[config.mk]
export PLATFORM = sky130hd
export DESIGN_NAME = rmii_rx_stream
export DESIGN_NICKNAME = d
export VERILOG_FILES = /design/src/rtl/rmii_rx_stream_pkg.sv /design/src/rtl/rmii_rx_stream_sample_gen.sv /design/src/rtl/rmii_rx_stream.sv
export SDC_FILE = /design/constraint.sdc
export NUM_CORES = 1
export LEC_CHECK = 0
export CAP_MARGIN = 40
export CORE_UTILIZATION = 40
export CTS_CLUSTER_DIAMETER = 50
export DETAILED_ROUTE_END_ITERATION = 16
export GPL_TIMING_DRIVEN = 0
export PLACE_DENSITY = 0.65
export SLEW_MARGIN = 30
export SYNTH_ARGS = -nofsm -noshare
export SYNTH_HDL_FRONTEND = slang
export SYNTH_HIERARCHICAL = 1
export SYNTH_SLANG_ARGS = --single-unit
[constraint.sdc]
create_clock -name clk -period 2.1 [get_ports clk]
set_input_delay 0.63 -clock clk [delete_from_list [all_inputs] [get_ports clk]]
set_output_delay 0.63 -clock clk [all_outputs]
set_load 0.02 [all_outputs]
[src/rtl/rmii_rx_stream_pkg.sv]
// Shared definitions for the RMII/MII receive deframer.
// Latency: n/a (types and constants only).
// Backpressure: n/a.
package rmii_rx_stream_pkg;

    // Deframer FSM states
    typedef enum logic [2:0] {
        ST_IDLE  = 3'd0,
        ST_PRE   = 3'd1,
        ST_DATA  = 3'd2,
        ST_DRAIN = 3'd3,
        ST_END   = 3'd4
    } state_t;

    // Start-of-frame delimiter and preamble byte values as seen in the shift window
    localparam logic [7:0] SFD      = 8'hD5;
    localparam logic [7:0] PREAMBLE = 8'h55;

endpackage

[src/rtl/rmii_rx_stream_sample_gen.sv]
// Registers Phy pins in clk and produces the accepted-sample enable (100M: every strobe, 10M: 1 in DIV_10M).
// Latency: 1 clk from pins to s_* outputs; sample_en is combinational from the registered strobe.
// Backpressure: none; the Phy cannot be stalled.
module rmii_rx_stream_sample_gen #(
    parameter int DATA_W  = 2,
    parameter int DIV_10M = 10
) (
    input  logic              clk,
    input  logic              rst,
    input  logic              rmii_clk,
    input  logic              fast_eth,
    input  logic [DATA_W-1:0] rx_data,
    input  logic              crs_dv,
    input  logic              rx_er,
    input  logic              idle,
    output logic              sample_en,
    output logic [DATA_W-1:0] s_data,
    output logic              s_dv,
    output logic              s_er
);

    localparam int CNT_W = (DIV_10M > 1) ? $clog2(DIV_10M) : 1;

    logic             strobe;
    logic [CNT_W-1:0] dec_cnt;

    // Single register stage on every Phy input; rmii_clk is treated as data
    always_ff @(posedge clk or posedge rst) begin
        if (rst) begin
            strobe <= 1'b0;
            s_data <= '0;
            s_dv   <= 1'b0;
            s_er   <= 1'b0;
        end else begin
            strobe <= rmii_clk;
            s_data <= rx_data;
            s_dv   <= crs_dv;
            s_er   <= rx_er;
        end
    end

    // Strobe decimator for 10M; held at zero while idle without carrier so the
    // first strobe that sees crs_dv is the first accepted sample
    always_ff @(posedge clk or posedge rst) begin
        if (rst) begin
            dec_cnt <= '0;
        end else if (idle && !s_dv) begin
            dec_cnt <= '0;
        end else if (strobe) begin
            dec_cnt <= (dec_cnt == CNT_W'(DIV_10M - 1)) ? '0 : dec_cnt + CNT_W'(1);
        end
    end

    // Accept every strobe at 100M, only the counter-zero strobe at 10M
    always_comb begin
        sample_en = strobe && (fast_eth || (dec_cnt == '0));
    end

endmodule

[src/rtl/rmii_rx_stream.sv]
// RMII/MII receive deframer: strips preamble/SFD, assembles bytes, emits sof/eof/err/len.
// Latency: byte k is emitted 1 clk after the accepted sample completing byte k+1; last byte rides with eof.
// Backpressure: none; output strobes must be consumed when presented.
import rmii_rx_stream_pkg::*;

module rmii_rx_stream #(
    parameter int DATA_W  = 2,
    parameter int DIV_10M = 10,
    parameter int MAX_LEN = 1536,
    parameter int LEN_W   = 11
) (
    input  logic              clk,
    input  logic              rst,
    input  logic              rmii_clk,
    input  logic              fast_eth,
    input  logic [DATA_W-1:0] rx_data,
    input  logic              crs_dv,
    input  logic              rx_er,
    output logic [7:0]        data,
    output logic              valid,
    output logic              sof,
    output logic              eof,
    output logic              err,
    output logic [LEN_W-1:0]  len,
    output logic              busy
);

    state_t             state, state_nxt;
    logic               sample_en;
    logic [DATA_W-1:0]  s_data;
    logic               s_dv;
    logic               s_er;

    logic [7:0]         window;
    logic [7:0]         win_shift;
    logic [2:0]         bit_cnt;
    logic [2:0]         bit_nxt;
    logic [7:0]         hold;
    logic               hold_vld;
    logic [LEN_W-1:0]   byte_cnt;
    logic               err_stk;
    logic               take;
    logic               finish;
    logic               byte_done;
    logic               room;

    rmii_rx_stream_sample_gen #(
        .DATA_W  (DATA_W),
        .DIV_10M (DIV_10M)
    ) u_sample_gen (
        .clk       (clk),
        .rst       (rst),
        .rmii_clk  (rmii_clk),
        .fast_eth  (fast_eth),
        .rx_data   (rx_data),
        .crs_dv    (crs_dv),
        .rx_er     (rx_er),
        .idle      (state == ST_IDLE),
        .sample_en (sample_en),
        .s_data    (s_data),
        .s_dv      (s_dv),
        .s_er      (s_er)
    );

    // Shift/count helpers; the drop sample leaving DATA still carries data (RMII toggle)
    always_comb begin
        win_shift = {s_data, window[7:DATA_W]};
        bit_nxt   = bit_cnt + 3'(DATA_W);
        byte_done = (bit_nxt == 3'd0);
        room      = (byte_cnt < LEN_W'(MAX_LEN));
        take      = sample_en && ((state == ST_DATA) || ((state == ST_DRAIN) && s_dv));
        finish    = sample_en && (state == ST_DRAIN) && !s_dv;
    end

    // FSM state register
    always_ff @(posedge clk or posedge rst) begin
        if (rst) begin
            state <= ST_IDLE;
        end else begin
            state <= state_nxt;
        end
    end

    // FSM next-state decode
    always_comb begin
        state_nxt = state;
        case (state)
            ST_IDLE:  if (sample_en && s_dv) state_nxt = ST_PRE;
            ST_PRE: begin
                if (sample_en) begin
                    if (!s_dv)                 state_nxt = ST_IDLE;
                    else if (win_shift == SFD) state_nxt = ST_DATA;
                end
            end
            ST_DATA:  if (sample_en && !s_dv) state_nxt = ST_DRAIN;
            ST_DRAIN: if (sample_en) state_nxt = s_dv ? ST_DATA : ST_END;
            ST_END:   state_nxt = ST_IDLE;
            default:  state_nxt = ST_IDLE;
        endcase
    end

    // FSM outputs: busy spans SFD detection through the eof cycle (END)
    always_comb begin
        busy = (state == ST_DATA) || (state == ST_DRAIN) || (state == ST_END);
    end

    // Datapath: window, counters, hold register and registered output strobes.
    // eof is registered on the DRAIN->END sample so it is visible during END.
    always_ff @(posedge clk or posedge rst) begin
        if (rst) begin
            window   <= '0;
            bit_cnt  <= '0;
            hold     <= '0;
            hold_vld <= 1'b0;
            byte_cnt <= '0;
            err_stk  <= 1'b0;
            data     <= '0;
            valid    <= 1'b0;
            sof      <= 1'b0;
            eof      <= 1'b0;
            err      <= 1'b0;
            len      <= '0;
        end else begin
            data  <= '0;
            valid <= 1'b0;
            sof   <= 1'b0;
            eof   <= 1'b0;
            err   <= 1'b0;
            len   <= '0;

            case (state)
                ST_IDLE: begin
                    bit_cnt  <= '0;
                    byte_cnt <= '0;
                    err_stk  <= 1'b0;
                    hold_vld <= 1'b0;
                    if (sample_en && s_dv) window <= win_shift;
                end
                ST_PRE: begin
                    if (sample_en) window <= s_dv ? win_shift : 8'h00;
                end
                default: ;
            endcase

            if (take) begin
                window  <= win_shift;
                bit_cnt <= bit_nxt;
                if (s_er) err_stk <= 1'b1;
                if (byte_done) begin
                    hold     <= win_shift;
                    hold_vld <= 1'b1;
                    if (hold_vld) begin
                        if (room) begin
                            valid    <= 1'b1;
                            data     <= hold;
                            sof      <= (byte_cnt == '0);
                            byte_cnt <= byte_cnt + LEN_W'(1);
                        end else begin
                            err_stk  <= 1'b1;
                        end
                    end
                end
            end

            if (finish) begin
                eof      <= 1'b1;
                window   <= '0;
                hold_vld <= 1'b0;
                err      <= err_stk | s_er | (bit_cnt != 3'd0) | !(hold_vld && room);
                if (hold_vld && room) begin
                    valid    <= 1'b1;
                    data     <= hold;
                    sof      <= (byte_cnt == '0);
                    len      <= byte_cnt + LEN_W'(1);
                    byte_cnt <= byte_cnt + LEN_W'(1);
                end else begin
                    len      <= byte_cnt;
                end
            end
        end
    end

endmodule

==> results.ini <==
[worst_setup_path]
cp_max_fo=5
cp_slowest_cell=dfrtp_1
cp-end-kind=register
start_kind=register
required_ns=2.33
cp_top_family=buffers and inverters
critical_path_class=reg -> reg
path_buf_inv=4
crit_arrival_ns=2.21
cpPeakStageDelay_ns=0.38
path_cells=inv_1 > ha_1 > a21oi_2 > nor2b_2 > and3b_1 > buf_6 > o211ai_2 > inv_2 > buf_2 > and2_1 > mux2_2

[synthesis]
synth_ff_type=dfrtp_1
syn_inst=265
synth_edf_count=0
netlist.area_leader.share=0.551
syn_avg_cell_area_um2=11.0
yosysWarnings=6
netlist_area_um2=2900
synth_cell_types=52
syn_nets=280
synthTopCellsByArea=dfrtp_1 55%, mux2_2 3.9%, ha_1 3.0%
synth_top_cell_by_area=dfrtp_1
ys_ff_latch=64
ys_seq_area_frac=0.551
postSynth.asyncResetShare=1.00

[final_layout]
final_common_cell=dfrtp_1
syn2layout_area_growth_pct=25.0
layout_common_cells=63 x dfrtp_1, 29 x clkdlybuf4s50_1, 21 x nand2_1
nFillCells=629
design_area_um2=3630
antenna_cells=0
stdcell_count=414
layout-drive-gt1-share=0.179
num-nets-final=328

[routing]
viasPerCell=4.99
m1WireLength_mm=2.65
met3_length_um=226
wl_met2_mm=2.49
drt-initial-drc-count=130
top_layer=met4
drt_first_pass_iters=4
postRouteWirelength_mm=5.49
antenna_left=0
drc_errors=0
post_drt_wl_per_cell_um=13.3
vias=2065

[global_route]
grt_use_total=0.169
grt_pass1_vias=2012
antenna_found_initial=0
grt_overflow=0
grt_pass1_wl_mm=9.61
grt_max_degree=45

[timing]
slew_headroom=0.495
rsz0062_at_grt=no
final.period_utilization=0.941
setup_viol=0
hold_viol=0
finalClockSkew_ns=0.00807
fin_hold_ws_ns=0.468
setup_ws_ns=0.124
timing.fmax_ghz=0.506
worst_pin_slew_ns=0.745
min_period_ns=1.98
finalMaxSlewViolations=0

[power_and_ir_drop]
p_per_area_nw_per_um2=845
switching_power_w=0.000865
p_clk_frac=0.389
p_int_w=0.00220
p_comb_frac=0.146
p_seq_frac=0.465
switching_share=0.282
p_total_w=0.00307
vdd_drop_max_uv=435
cellLeakagePower_nw=1.69

[flow_run]
drv_cap=0

[die]
die_y_um=87.2
rows=30
core_region_area_um2=6910
dieArea_um2=7600
ios=32
die_x_um=87.2
initial_core_util=0.420

[cts]
cts_buffers=9
cts-htree-levels=3
cts_tree=done
insertion_delay_ns=0.35
cts.clk_slew.worst_paths_ns=0.08
cts_sinks=64
clockBufferDepth=2
clock_tree.root_cell=clkbuf_8

[placement]
pre_cts_slack_ns=-0.485
dp_cells=393
gp_congestion=0.777
placed_cell_area_um2=3360
dp_hpwl_mm=3.73
port-buffer-count=31

[outcome]
outcome=complete, no violations

[hold_path]
hold_path.class=reg -> reg

-- per-layer routing --
metal  vias to the layer above  track usage
li1                       1028            -
met1                       975        0.223
met3                        10       0.0408
met4                         0        0.103
met5                         -            0
met2                        52        0.253
-- logic make-up (layout without fill, tap and decap cells) --
family,Yosys count,in the layout,share of synthesized area
flops,64,64,0.551
compound gates,50,50,0.124
mux,11,11,0.0422
fa+ha+maj,7,7,0.0302
xor+xnor,7,7,0.0211
buf+inv,27,80,0.0457
simple gates,99,99,0.185
-- power by group through the flow --
stage	sequential, W	clock, W	combinational [W]
6_report	0.00143	0.00119	0.000448
5_1_grt	0.00144	0.00130	0.000505
4_1_cts	0.00143	0.00122	0.000393
3_5_place_dp	0.00145	0	0.000382
3_3_place_gp	0.00145	0	0.000362
2_1_floorplan	0.00142	0	0.000286
-- worst paths after layout --
path,startpoint,endpoint,slack (ns),cells past startpoint
worst max-delay path,u_sample_gen/dec_cnt[1],byte_cnt[9],0.12,11
worst min-delay path,hold[7],data[7],0.47,1
worst max register to register,u_sample_gen/dec_cnt[1],byte_cnt[9],0.12,11
worst min register to register,hold[7],data[7],0.47,1
max in group asynchronous,rst,byte_cnt[2],1.09,3
min in group asynchronous,rst,state[1],0.56,2
-- worst reg2reg max path: stages, from the launching register on --
cell and delay, ns:
dfrtp_1 0.38, inv_1 0.08, ha_1 0.19, a21oi_2 0.13, nor2b_2 0.06, and3b_1 0.18
buf_6 0.13, o211ai_2 0.07, inv_2 0.09, buf_2 0.17, and2_1 0.14, mux2_2 0.25
-- sequential cells by signal, indices dropped and copies added, names as in the netlist, 2 cells and up --
name / count
data: 8
hold: 8
byte_cnt: 11
state: 3
len: 11
u_sample_gen/dec_cnt: 4
window: 6
bit_cnt: 2
u_sample_gen/s_data: 2
-- final cells by class --
| cell class | instances | area (µm²) | area share |
|---|---|---|---|
| Tap cell | 96 | 120 | 0.0331 |
| Inverter | 16 | 62.6 | 0.0172 |
| Timing Repair Buffer | 37 | 363 | 0.100 |
| Clock inverter | 7 | 103 | 0.0283 |
| Clock buffer | 9 | 124 | 0.0341 |
| Buffer | 11 | 76.3 | 0.0210 |
| Multi-Input combinational cell | 174 | 1180 | 0.325 |
| Sequential cell | 64 | 1600 | 0.442 |
-- synth_stat cells, types with 3 or more instances --
master	instances
a21oi_1	13
nand2b_1	3
nor4_1	4
a22o_1	7
dfrtp_1	64
o21ai_0	9
buf_6	3
nand4_1	3
xnor2_1	3
inv_1	15
nor3b_1	3
xor2_1	4
and2_1	9
a211o_1	6
nand3_1	10
and3_1	6
nor3_1	9
nor2b_1	4
nand2_1	21
mux2_2	10
clkbuf_1	3
nor2_1	14
or3_1	3
ha_1	7
buf_2	3
-- through the flow --
stage                      util  setup TNS (ns)
final                     0.526               0
after global routing      0.526               0
after CTS                 0.520               0
after detailed placement  0.486          -17.39
after global placement    0.483          -64.90
after floorplan               -               0
-- repair_timing --
action / in CTS / in global routing
resized for setup: 4 / 7
cloned: 0 / 1
hold endpoints to repair: 0 / 0
hold buffers: 0 / 0
endpoints found under the setup margin: 36 / 17
setup buffers: 1 / 3
Power figures use the tool's default switching activity.
